$ cat src/rtl/rand_range_if.sv
// Handshake bundle between the xorshift generator / requester and rand_range.
// The master side is the requester/consumer; the slave side is rand_range itself.
interface rand_range_if;
  logic [15:0] randnum;
  logic        req_valid;
  logic        req_ready;
  logic [15:0] limit;
  logic        out_valid;
  logic        out_ready;
  logic [15:0] value;
  logic [3:0]  tries;

  modport master (
    output randnum, req_valid, limit, out_ready,
    input  req_ready, out_valid, value, tries
  );

  modport slave (
    input  randnum, req_valid, limit, out_ready,
    output req_ready, out_valid, value, tries
  );
endinterface

$ cat src/rtl/rand_range.sv
// Uniform value in [0, limit) from a free-running 16-bit random word using
// mask-and-reject sampling, with a subtract fallback after MAX_TRIES rejections.
module rand_range #(
  parameter int unsigned MAX_TRIES = 8
) (
  input  logic         clk,
  input  logic         rst,
  rand_range_if.slave  bus
);

  if (MAX_TRIES < 1 || MAX_TRIES > 15) begin : g_bad_max_tries
    $error("rand_range: MAX_TRIES must be in 1..15");
  end

  localparam logic [3:0] MAX_TRIES_L = 4'(MAX_TRIES);

  typedef enum logic [1:0] {
    S_IDLE,
    S_SEARCH,
    S_HOLD
  } state_t;

  state_t      state_q, state_d;
  logic [15:0] lim_q, lim_d;
  logic [15:0] mask_q, mask_d;
  logic [15:0] value_q, value_d;
  logic [3:0]  tries_q, tries_d;
  logic        out_valid_q, out_valid_d;

  logic [15:0] lim_m1;
  logic [15:0] smear;
  logic [15:0] new_mask;
  logic [15:0] cand;
  logic [15:0] cand_fb;
  logic [3:0]  tries_inc;
  logic        accept;
  logic        last_try;

  // Mask of all ones at and below the MSB of (limit - 1); limit 0 spans all 16 bits.
  always_comb begin
    lim_m1   = bus.limit - 16'd1;
    smear    = lim_m1 | (lim_m1 >> 1);
    smear    = smear | (smear >> 2);
    smear    = smear | (smear >> 4);
    smear    = smear | (smear >> 8);
    new_mask = (bus.limit == 16'd0) ? 16'hFFFF : smear;
  end

  always_comb begin
    cand      = bus.randnum & mask_q;
    cand_fb   = cand - lim_q;
    accept    = (lim_q == 16'd0) || (cand < lim_q);
    tries_inc = (tries_q == 4'hF) ? 4'hF : tries_q + 4'd1;
    last_try  = (tries_inc == MAX_TRIES_L);
  end

  always_comb begin
    state_d     = state_q;
    lim_d       = lim_q;
    mask_d      = mask_q;
    value_d     = value_q;
    tries_d     = tries_q;
    out_valid_d = out_valid_q;

    case (state_q)
      S_IDLE: begin
        if (bus.req_valid) begin
          lim_d   = bus.limit;
          mask_d  = new_mask;
          tries_d = 4'd0;
          state_d = S_SEARCH;
        end
      end

      S_SEARCH: begin
        tries_d = tries_inc;
        if (accept) begin
          value_d     = cand;
          out_valid_d = 1'b1;
          state_d     = S_HOLD;
        end else if (last_try) begin
          // cand <= mask <= 2*lim - 1, so cand - lim always lands below lim.
          value_d     = cand_fb;
          out_valid_d = 1'b1;
          state_d     = S_HOLD;
        end
      end

      S_HOLD: begin
        if (bus.out_ready) begin
          out_valid_d = 1'b0;
          state_d     = S_IDLE;
        end
      end

      default: begin
        state_d     = S_IDLE;
        out_valid_d = 1'b0;
      end
    endcase
  end

  always_ff @(posedge clk or posedge rst) begin
    if (rst) begin
      state_q     <= S_IDLE;
      lim_q       <= 16'd0;
      mask_q      <= 16'd0;
      value_q     <= 16'd0;
      tries_q     <= 4'd0;
      out_valid_q <= 1'b0;
    end else begin
      state_q     <= state_d;
      lim_q       <= lim_d;
      mask_q      <= mask_d;
      value_q     <= value_d;
      tries_q     <= tries_d;
      out_valid_q <= out_valid_d;
    end
  end

  assign bus.req_ready = (state_q == S_IDLE);
  assign bus.out_valid = out_valid_q;
  assign bus.value     = value_q;
  assign bus.tries     = tries_q;

endmodule

$ cat src/flat_wrapper.sv
// flat-port wrapper written by rule: the top's interface ports become plain ports
module rand_range_flat 
#(
  parameter int unsigned MAX_TRIES = 8
)
  (clk, rst, bus_randnum, bus_req_valid, bus_limit, bus_out_ready, bus_req_ready, bus_out_valid, bus_value, bus_tries);
  rand_range_if bus_i ();
  input  logic clk;
  input  logic rst;
  input wire logic [$bits(bus_i.randnum)-1:0] bus_randnum;
  input wire logic [$bits(bus_i.req_valid)-1:0] bus_req_valid;
  input wire logic [$bits(bus_i.limit)-1:0] bus_limit;
  input wire logic [$bits(bus_i.out_ready)-1:0] bus_out_ready;
  output wire logic [$bits(bus_i.req_ready)-1:0] bus_req_ready;
  output wire logic [$bits(bus_i.out_valid)-1:0] bus_out_valid;
  output wire logic [$bits(bus_i.value)-1:0] bus_value;
  output wire logic [$bits(bus_i.tries)-1:0] bus_tries;
  assign bus_i.randnum = bus_randnum;
  assign bus_i.req_valid = bus_req_valid;
  assign bus_i.limit = bus_limit;
  assign bus_i.out_ready = bus_out_ready;
  assign bus_req_ready = bus_i.req_ready;
  assign bus_out_valid = bus_i.out_valid;
  assign bus_value = bus_i.value;
  assign bus_tries = bus_i.tries;
  rand_range #(.MAX_TRIES(MAX_TRIES)) u_core (.clk(clk), .rst(rst), .bus(bus_i));
endmodule
$ cat config.mk
export PLATFORM = sky130hd
export DESIGN_NAME = rand_range_flat
export DESIGN_NICKNAME = d
export VERILOG_FILES = /design/src/rtl/rand_range_if.sv /design/src/rtl/rand_range.sv /design/src/flat_wrapper.sv
export SDC_FILE = /design/constraint.sdc
export NUM_CORES = 1
export LEC_CHECK = 0
export BUFFER_PORTS_ARGS = -buffer_cell sky130_fd_sc_hd__buf_2
export CAP_MARGIN = 20
export CORE_UTILIZATION = 30
export DETAILED_ROUTE_END_ITERATION = 12
export GPL_TIMING_DRIVEN = 0
export HOLD_SLACK_MARGIN = 0.06
export PLACE_DENSITY = 0.59
export SLEW_MARGIN = 5
export SYNTH_ARGS = -nofsm -noshare
export SYNTH_HDL_FRONTEND = slang
export SYNTH_SLANG_ARGS = --single-unit
$ cat constraint.sdc
create_clock -name clk -period 3.7 [get_ports clk]
set_input_delay 0.37 -clock clk [delete_from_list [all_inputs] [get_ports clk]]
set_output_delay 0.37 -clock clk [all_outputs]
set_load 0.05 [all_outputs]
After elaboration in Yosys (flattened, before gate mapping)
Cells that the tools add are included.
{"block": "op_classes", "muxes": 15, "n_reduce_logical": 11, "addsub": 3, "n_bitwise": 6, "n_lt_le_gt_ge": 1, "eq_ne": 7}
{"op": "$mux 16", "n": 3}
{"op": "$logic_not 16->1", "n": 2}
{"op": "$and 16x16->16", "n": 1}
{"op": "$lt 16x16->1", "n": 1}
{"op": "$or 16x12->16", "n": 1}
{"op": "$or 16x14->16", "n": 1}
{"op": "$or 16x15->16", "n": 1}
{"op": "$or 16x8->16", "n": 1}
{"op": "$sub 16x1->16 const B", "n": 1}
{"op": "$sub 16x16->16", "n": 1}
{"op": "$eq 4x4->1 const B", "n": 2}
{"op": "$mux 2", "n": 4}
{"op": "$mux 4", "n": 2}
{"op": "$pmux 4 s2", "n": 1}
{"op": "$pmux 2 s3", "n": 1}
{"op": "$reduce_and 2->1", "n": 3}
{"op": "$reduce_and 3->1", "n": 2}
{"op": "$add 4x1->4 const B", "n": 1}
{"op": "$ne 2x2->1 const B", "n": 2}
{"op": "$reduce_bool 2->1", "n": 2}
{"op": "$mux 1", "n": 3}
{"op": "$ne 3x1->1 const B", "n": 1}
{"op": "$pmux 1 s3", "n": 1}
{"op": "$eq 2x1->1 const B", "n": 1}
{"op": "other kinds (4)", "n": 4}
{"block": "word_totals", "in_bits": 36, "elab_cells": 49, "out_inout_bits": 22, "regBits": 55}

Depth between registers and ports, before layout
Gate-level depths: netlist (run 1).
{"block": "depth", "word_depth": 6, "mapped_depth": 11, "ltp_nobuf": 10}

Worst setup path after synthesis (run 1)
No wires, ideal clock.
{"block": "synth_path", "path_kind": "input to register", "from": "input port bus_randnum[0]", "to": "register u_core.value_q[0], in the netlist u_core.bus.value[0]", "cell_stages": 11, "required_time_ns": 3.606, "n_path_buf": 1, "path_slack_ns": 1.042, "setup_time_ns": 0.094, "t_arrival_ns": 2.564, "path_cell_list": "nand2_1 -> ha_1 -> inv_1 -> fa_1 -> a211oi_1 -> o21ai_0 -> o211ai_1 -> a211o_1 -> clkbuf_1 -> a21oi_1 -> a211oi_1"}
{"block": "synth_between", "elab_chain_len": 5, "word_cells_on_any_way": 8, "cone_classes": "1 x add/sub; 1 x order compare; 2 x mux; 1 x bitwise; 3 x reduce/logical"}
{"item": "from (decl)", "line_no": "flat_wrapper.sv:10", "text": "input wire logic [$bits(bus_i.randnum)-1:0] bus_randnum;"}
{"item": "$and 16x16->16 (*)", "line_no": "rand_range.sv:50", "text": "cand = bus.randnum & mask_q;"}
{"item": "$lt 16x16->1", "line_no": "rand_range.sv:52", "text": "accept = (lim_q == 16'd0) || (cand < lim_q);"}
{"item": "$logic_or 1x1->1", "line_no": "rand_range.sv:52"}
{"item": "$reduce_bool 2->1 (no line)"}
{"item": "$reduce_and 2->1 (no line)"}
{"item": "to (signal assigned)", "line_no": "rand_range.sv:115", "text": "value_q <= value_d;"}
{"item": "to (decl)", "line_no": "rand_range.sv:26", "text": "logic [15:0] value_q, value_d;"}
Mark *: on every way between the ends. The rest lies on a longest branch, timed or not. The select of a mux whose other input is x is not followed.
A chain may end at the register's enable or synchronous reset.

Worst setup path after layout (run 1)
{"block": "layout_path", "from": "register u_core.mask_q[0]", "to": "register u_core.value_q[1], in the netlist u_core.bus.value[1]"}
{"block": "layout_between", "elab_chain_len": 5, "word_cells_on_any_way": 8, "cone_classes": "1 x add/sub; 1 x order compare; 2 x mux; 1 x bitwise; 3 x reduce/logical"}
{"item": "from (decl)", "line_no": "rand_range.sv:25", "text": "logic [15:0] mask_q, mask_d;"}
{"item": "from (signal assigned)", "line_no": "rand_range.sv:114", "text": "mask_q <= mask_d;"}
{"item": "$and 16x16->16 (*)", "line_no": "rand_range.sv:50"}
{"item": "$lt 16x16->1", "line_no": "rand_range.sv:52"}
{"item": "$logic_or 1x1->1", "line_no": "rand_range.sv:52"}
{"item": "$reduce_bool 2->1 (no line)"}
{"item": "$reduce_and 2->1 (no line)"}
Marks and branches as above.

==> summary.txt, run 1 <==
Run status
  – Status: finished, final reports clean

Setup path
  – Critical path arrival: 3340 ps
  – CP endpoint kind: register
  – Most used cell, CP: a211oi_1
  – Max FO, Critical Path: 10
  – Reg2reg path depth: 11
  – Worst path cell trace: nand2_1, ha_1, inv_1, fa_1, a211oi_1, o21ai_0, o211ai_1, a211o_1, clkbuf_1, a21oi_1, a211oi_1
  – Startpoint Class: register
  – RR Endpoint: u_core.bus.value[1]
  – WS Path Type: register to register
  – Worst path max stage delay: 420 ps
  – CP max stage cell: fa_1
  – Worst reg2reg startpoint: u_core.mask_q[0]
  – WP data required: 3900 ps
  – Reg2Reg Setup Slack: 560 ps

Min path
  – Min-Delay Path Class: input pin to register
  – Hold path startpoint: bus_limit[6]
  – Worst Hold Endpoint: u_core.lim_q[6]
  – Hold Path Depth: 3

STA
  – Slew headroom: 0.603
  – Clock skew: 8.08 ps
  – RSZ-0062 raised after global routing: false
  – Worst-margin pin slew: 595 ps
  – Post-layout min period: 3140 ps
  – Setup TNS: 0 ps
  – Fmax: 318 MHz
  – Final Hold Viols: 0
  – Slew Limit Fails: 0
  – # setup viols final: 0
  – Final period util: 0.849
  – Worst setup margin: 558 ps

Place
  – Pre-CTS setup slack: 479 ps
  – Placed Cells: 669
  – Post-DP HPWL: 8340 µm
  – Placed Area: 4330 µm²
  – Final GP Congestion: 0.916
  – IO Port Bufs: 50

Logic synthesis
  – Largest family of logic cells by synthesized area: simple AND/OR/NAND/NOR gates
  – Post-Syn Nets: 507
  – Post-synth ARST share: 1.00
  – #FFs+latches synth: 55
  – Post-synthesis sequential area ratio: 0.358
  – Compound-gate portion of the synthesized area: 0.224
  – Post-synthesis adder-cell area fraction: 0.0703
  – Synth Area in XOR/XNOR: 0.0410
  – Main flop type after synthesis: dfrtp_1
  – Cells after synthesis: 450
  – Number of flops mapped to enable cells by yosys: 0
  – Synth Cell Area: 3850 µm²
  – Post-synthesis mux area share: 0.00260
  – Yosys warnings: 0
  – Syn avg cell area: 8.55 µm²
  – Area share of and/or/nand/nor cells after synthesis: 0.246
  – Synth unique cells: 66

Final layout
  – Area growth syn-to-layout: 17.2%
  – Commonest non-fill, non-tap cell in the layout: dfrtp_1
  – Final Instance Area: 4510 µm²
  – Fill cells: 1270
  – Final Non-Filler Cells: 678
  – Most frequent cells in the layout: dfrtp_1 (55), buf_2 (53), nor2_1 (39)
  – Fin nets: 566
  – Register area: 1380 µm²
  – Share of layout cells above drive strength 1: 0.176
  – Multi-input gate area: 2240 µm²
  – ANT cells: 0

Clock network
  – Clock Path Buffers: 2
  – Clk root buf: clkbuf_16
  – CTS buffer count: 5
  – CTS tree: yes
  – H-tree levels: 2
  – Clock sinks: 55
  – Clock transition at path regs: 70 ps
  – Clk_lat worst skew: 290 ps
  – Cts repair resizes: 0
  – Postcts setup bufs: 0

Global routing
  – Met1 Use GR: 0.220
  – Total gr overflow: 0
  – Grt met2 use: 0.263
  – M3 GR Usage: 0.0258
  – Largest net degree at the start of global routing: 40
  – GRT Total Usage: 0.161
  – Grt peak-use layer: met2
  – Initial antenna violation count: 0
  – First-pass GRT wire length: 16700 µm
  – Vias in the first global route: 3264

Power and ir drop
  – Switching pwr: 1.76 mW
  – Share of total power in the clock network: 0.149
  – Leakage power total: 1.86 nW
  – P per Cell Area: 804 nW/µm²
  – Max VDD drop: 298 µV
  – Cell Int Power: 1.86 mW
  – Switching Fraction: 0.485
  – Reg power frac: 0.263
  – Comb pwr share: 0.588

Floorplanning
  – Starting Density: 0.314
  – # rows: 40
  – Ports: 58
  – Core ar.: 12300 µm²
  – Die Ht: 115 µm
  – Die area: 13300 µm²
  – Die X: 115 µm

Routing
  – Initial drt markers: 161
  – Total vias in the final route: 3433
  – Final ANT Viol Nets: 0
  – 1st-pass router iterations: 4
  – Detailed Route WL: 10200 µm
  – Average wire per cell in the routed design: 15.1 µm
  – Vias/cell: 5.06
  – DRC: 0

Run
  – Max cap viols: 0
-- per-layer routing --
| metal | wire length [µm] | vias to the layer above |
|---|---|---|
| met4 | 51 | 0 |
| li1 | - | 1753 |
| met5 | 0 | - |
| met1 | 4900 | 1612 |
| met3 | 455 | 2 |
| met2 | 4830 | 66 |
-- power by group through the flow --
| stage | clock network, mW | logic (mW) | registers [mW] |
|---|---|---|---|
| floorplan | 0 | 1.28 | 1.31 |
| global placement | 0 | 2.08 | 0.962 |
| detailed placement | 0 | 2.12 | 0.964 |
| CTS | 0.551 | 2.13 | 0.953 |
| global route | 0.570 | 2.36 | 0.988 |
| finish | 0.539 | 2.13 | 0.952 |
-- stage by stage --
stage | power, mW | util | hold slack (ps)
CTS | 3.64 | 0.368 | 326
finish | 3.62 | 0.368 | 332
detailed placement | 3.08 | 0.353 | 371
global route | 3.92 | 0.368 | 354
global placement | 3.05 | 0.351 | 464
floorplan | 2.59 | - | 442
-- how the worst max path moves through the flow --
stage | cells after the start | slack, ps | to | start
6_report | 11 | 560 | u_core.bus.value[1] | u_core.mask_q[0]
5_1_grt | 11 | 180 | u_core.bus.value[1] | u_core.mask_q[0]
4_1_cts | 11 | 550 | u_core.bus.value[0] | u_core.mask_q[0]
3_5_place_dp | 12 | 480 | u_core.bus.value[0] | bus_randnum[0]
3_3_place_gp | 12 | 500 | u_core.bus.value[6] | bus_randnum[0]
2_1_floorplan | 11 | 1040 | u_core.bus.value[0] | bus_randnum[0]
-- cell families (layout without fill, tap and decap cells) --
kind of cell | after synthesis | after routing
buf+inv | 46 | 106
fa+ha+maj | 21 | 21
simple gates | 177 | 177
mux | 1 | 1
flops | 55 | 55
xor+xnor | 18 | 18
compound gates | 132 | 132
-- final cells by class --
type | instances | area share
tap | 168 | 0.0466
multi-input combinational | 349 | 0.498
clock buffer | 5 | 0.0278
clock inverter | 3 | 0.0103
inverter | 25 | 0.0208
sequential | 55 | 0.305
buffer | 21 | 0.0294
timing repair buffer | 52 | 0.0622
-- cell usage after synthesis (3+ instances only) --
cell      instances  area share
o211ai_1          4      0.0078
o21ai_0          29       0.038
dfrtp_1          55        0.36
buf_2             3      0.0039
clkbuf_1          8      0.0078
a221o_1           3      0.0078
a21oi_1          37       0.048
a211oi_1         22       0.043
xnor2_1          10       0.023
o31ai_1           3      0.0059
a31oi_1          10       0.016
nand3_1           5      0.0065
inv_1            25       0.024
xor2_1            8       0.018
nor3b_1           5      0.0098
nor3_1           25       0.033
a21o_1            4      0.0078
nand2b_1          8       0.013
nor4_1           10       0.016
buf_6             5       0.015
ha_1             20       0.065
and2_1           19       0.031
and3_1            4      0.0065
nor2_1           39       0.038
nand2_1          37       0.036
-- registers in the layout (all words and copies together) (netlist names) --
register,flops
u_core.mask_q,16
u_core.lim_q,16
u_core.bus.out_valid,1
u_core.bus.value,16
u_core.state_q,2
u_core.bus.tries,4
-- worst max-delay path: cells and delay by family, from the launching register on --
| family | cells | cell delay, ps |
|---|---|---|
| flip-flops | 1 | 400 |
| adder cells (fa/ha/maj) | 2 | 600 |
| buffers and inverters | 2 | 430 |
| AO/OA/AOI/OAI | 6 | 1480 |
| AND/OR/NAND/NOR | 1 | 120 |
-- repair_timing --
action	4_1_cts	5_1_grt
endpoints found under the hold margin	5	0
hold buffers	1	0
endpoints found under the setup margin	0	0
No activity file was read; power rests on OpenSTA's default activity.
==> inputs of run 2 (changes only) <==
- ABC_AREA: unset -> 1
- clock period: 3.7 -> 2.9 ns (I/O delays scaled with it)
==> run 2 against run 1 <==
  * Power rose by 44%
  * Critical path depth rose by 5
  * Clock power rose by 19%
  * Sequential power rose by 34%
  * Global-route usage barely moved
  * Sequential cell count did not move
  * Sequential share of layout area fell by 1.7 points
  * Combinational power rose by 54%
  * Wire length rose by 4.3%
  * Clock-buffer cell count did not move
  * Maximum frequency rose by 35%
==> summary.txt, run 2 <==
STA
  – Final period util: 0.801 (-0.0480)
  – RSZ-0062 raised after global routing: false
  – Fmax: 430 MHz (+35%)
  – Clock skew: 5.78 ps (-2.30 ps)
  – Final Hold Viols: 0 (unchanged)
  – Post-layout min period: 2320 ps (-818 ps)
  – # setup viols final: 0 (unchanged)
  – Worst-margin pin slew: 663 ps (+67.9 ps)
  – Slew headroom: 0.556 (-0.0469)
  – Setup TNS: 0 ps (unchanged)
  – Slew Limit Fails: 0 (unchanged)

Clock network
  – Clock Path Buffers: 2 (unchanged)
  – Clk root buf: clkbuf_16
  – CTS tree: yes
  – Clock sinks: 55 (unchanged)
  – CTS buffer count: 5 (unchanged)
  – Clk_lat worst skew: 310 ps (+20 ps)
  – H-tree levels: 2 (unchanged)
  – Cts repair resizes: 0 (unchanged)
  – Clock transition at path regs: 80 ps (about the same)

Routing
  – DR WL met3: 327 µm (-28%)
  – Average wire per cell in the routed design: 12.3 µm (-18%)
  – Total vias in the final route: 3817 (+11%)
  – Detailed Route WL: 10700 µm (+4.3%)
  – Vias/cell: 4.40 (-13%)
  – Top Layer Used: met4
  – Initial drt markers: 204 (+27%)
  – M1 wire length: 5360 µm (+9.3%)
  – Final ANT Viol Nets: 0 (unchanged)
  – DRC: 0 (unchanged)
  – 1st-pass router iterations: 4 (unchanged)
  – Metal2 WL: 4780 µm (-1.0%)

Global routing
  – Vias in the first global route: 3628 (+11%)
  – GRT Total Usage: 0.161 (about the same)
  – Total gr overflow: 0 (unchanged)
  – First-pass GRT wire length: 17900 µm (+6.9%)
  – Initial antenna violation count: 0 (unchanged)
  – Largest net degree at the start of global routing: 41 (+2.5%)

Logic synthesis
  – Post-synth ARST share: 1.00 (unchanged)
  – Synth top area share: 0.337 (-0.0207)
  – #FFs+latches synth: 55 (unchanged)
  – Synth Cell Area: 4080 µm² (+6.1%)
  – Post-synthesis sequential area ratio: 0.337 (-0.0207)
  – Yosys warnings: 0 (unchanged)
  – Synth cell count leaders: nand2_1 (245), inv_1 (76), nor2_1 (57)
  – Count leader, synth: nand2_1
  – Syn avg cell area: 6.54 µm² (-23%)
  – Number of flops mapped to enable cells by yosys: 0 (unchanged)
  – Cells after synthesis: 624 (+39%)
  – Synth unique cells: 33 (-50%)
  – Main flop type after synthesis: dfrtp_1
  – Ranking of synthesized cells by area: dfrtp_1 (34%), nand2_1 (23%), inv_1 (7.0%)
  – Yosys top cell by area: dfrtp_1
  – Post-Syn Nets: 681 (+34%)

Setup path
  – Critical path arrival: 2570 ps (-770 ps)
  – Reg2Reg Setup Slack: 580 ps (+20 ps)
  – CP endpoint kind: register
  – WS Path Type: register to register
  – Max FO, Critical Path: 10 (unchanged)
  – WP data required: 3150 ps (-750 ps)
  – Startpoint Class: register

Final layout
  – Final Instance Area: 4770 µm² (+5.8%)
  – Final Non-Filler Cells: 867 (+28%)
  – Most frequent cells in the layout: nand2_1 (245), inv_1 (75), buf_2 (60)
  – ANT cells: 0 (unchanged)
  – Fin nets: 747 (+32%)
  – Commonest non-fill, non-tap cell in the layout: nand2_1
  – Share of layout cells above drive strength 1: 0.156 (-0.0202)
  – Area growth syn-to-layout: 16.9%
  – Fill cells: 1509 (+19%)
  – Layout Utilization: 0.360 (-0.00739)

Power and ir drop
  – Total Power: 5.21 mW (+44%)
  – P per Cell Area: 1090 nW/µm² (+36%)
  – Max VDD drop: 318 µV (+6.5%)
  – Leakage power total: 2.61 nW (+41%)

Run
  – Max cap viols: 0 (unchanged)

Floorplanning
  – Core ar.: 13200 µm² (+8.0%)
  – Die Ht: 119 µm (+3.0%)
  – Starting Density: 0.308 (-0.00538)
  – # rows: 42 (+5.0%)
  – Ports: 58 (unchanged)
  – Die X: 119 µm (+3.0%)
  – Die area: 14100 µm² (+6.0%)

Place
  – Placed Cells: 858 (+28%)
  – IO Port Bufs: 57 (+14%)
  – Post-DP HPWL: 8740 µm (+4.7%)
  – Placed Area: 4610 µm² (+6.5%)
  – Final GP Congestion: 0.889 (-3.0%)

Run status
  – Status: finished, final reports clean

Min path
  – Min-Delay Path Class: input pin to register
[run 2: cell types whose count changed after synthesis, sizes merged, moves of 17 or more]
cell	delta
and2	-19
nor3	-24
nor2	+30
nand2	+220
nand3	+39
a211oi	-22
inv	+58
a21oi	-17
[run 2: final cells by class]
cell class / count / area, µm² / share of cell area
Buffer: 11 / 63.8 / 0.0134
Clock buffer: 5 / 125 / 0.0262
Clock inverter: 3 / 27.5 / 0.00577
Inverter: 83 / 314 / 0.0658
Multi-Input combinational cell: 475 / 2330 / 0.488
Sequential cell: 55 / 1380 / 0.288
Tap cell: 176 / 220 / 0.0462
Timing Repair Buffer: 59 / 315 / 0.0661
[run 2: per-layer routing]
layer | vias to the layer above | global-route usage
met5 | - | 0
met4 | 0 | 0.0554
met3 | 15 | 0.0222
met2 | 67 | 0.253
met1 | 1653 | 0.226
li1 | 2082 | -
[run 2: path summary, 6_finish.rpt]
check | from | end | cells after the start
min | bus_out_ready | u_core.state_q[1] | 2
max | u_core.mask_q[0] | u_core.bus.value[3] | 16
max in group asynchronous | rst | u_core.lim_q[13] | 4
min in group asynchronous | rst | u_core.bus.value[2] | 3
max reg2reg | u_core.mask_q[0] | u_core.bus.value[3] | 16
min reg2reg | u_core.bus.value[3] | u_core.bus.value[3] | 2
[run 2: through the flow]
stage / setup slack (ps) / hold WS [ps]
floorplan: 923 / 397
global placement: 506 / 460
detailed placement: 575 / 288
CTS: 545 / 181
global route: 300 / 175
finish: 577 / 181
[run 2: cell families after synthesis]
group / count (synthesis) / share of synthesized area
adder cells (fa/ha/maj): 21 / 0.0662
flip-flops: 55 / 0.337
AO/OA/AOI/OAI: 60 / 0.0751
buffers and inverters: 94 / 0.0926
XOR/XNOR: 14 / 0.0300
AND/OR/NAND/NOR: 380 / 0.399
[run 2: what timing repair did]
item | CTS | global route
endpoints found under the hold margin | 15 | 0
hold buffers | 1 | 0
setup buffers | 0 | 0
[run 2: report_power, final]
group | switching [mW] | leakage, nW | total (mW) | internal [mW]
logic | 2.22 | 1.89 | 3.29 | 1.06
registers | 0.204 | 0.655 | 1.28 | 1.08
clock network | 0.311 | 0.0719 | 0.639 | 0.329
total | 2.74 | 2.61 | 5.21 | 2.47
[run 2: critical path, cell delays in order (launching register included)]
cell and delay (ps):
dfrtp_1 420, nand2_1 90, ha_1 150, inv_1 70, fa_1 400, nand3_1 100, nand2_2 80, nand3_2 80
nand2_2 80, nand2_2 90, nand2_4 80, nand2_4 80, buf_2 240, nand2_1 70, o21ai_0 90, nand2_1 80
nand2_1 60
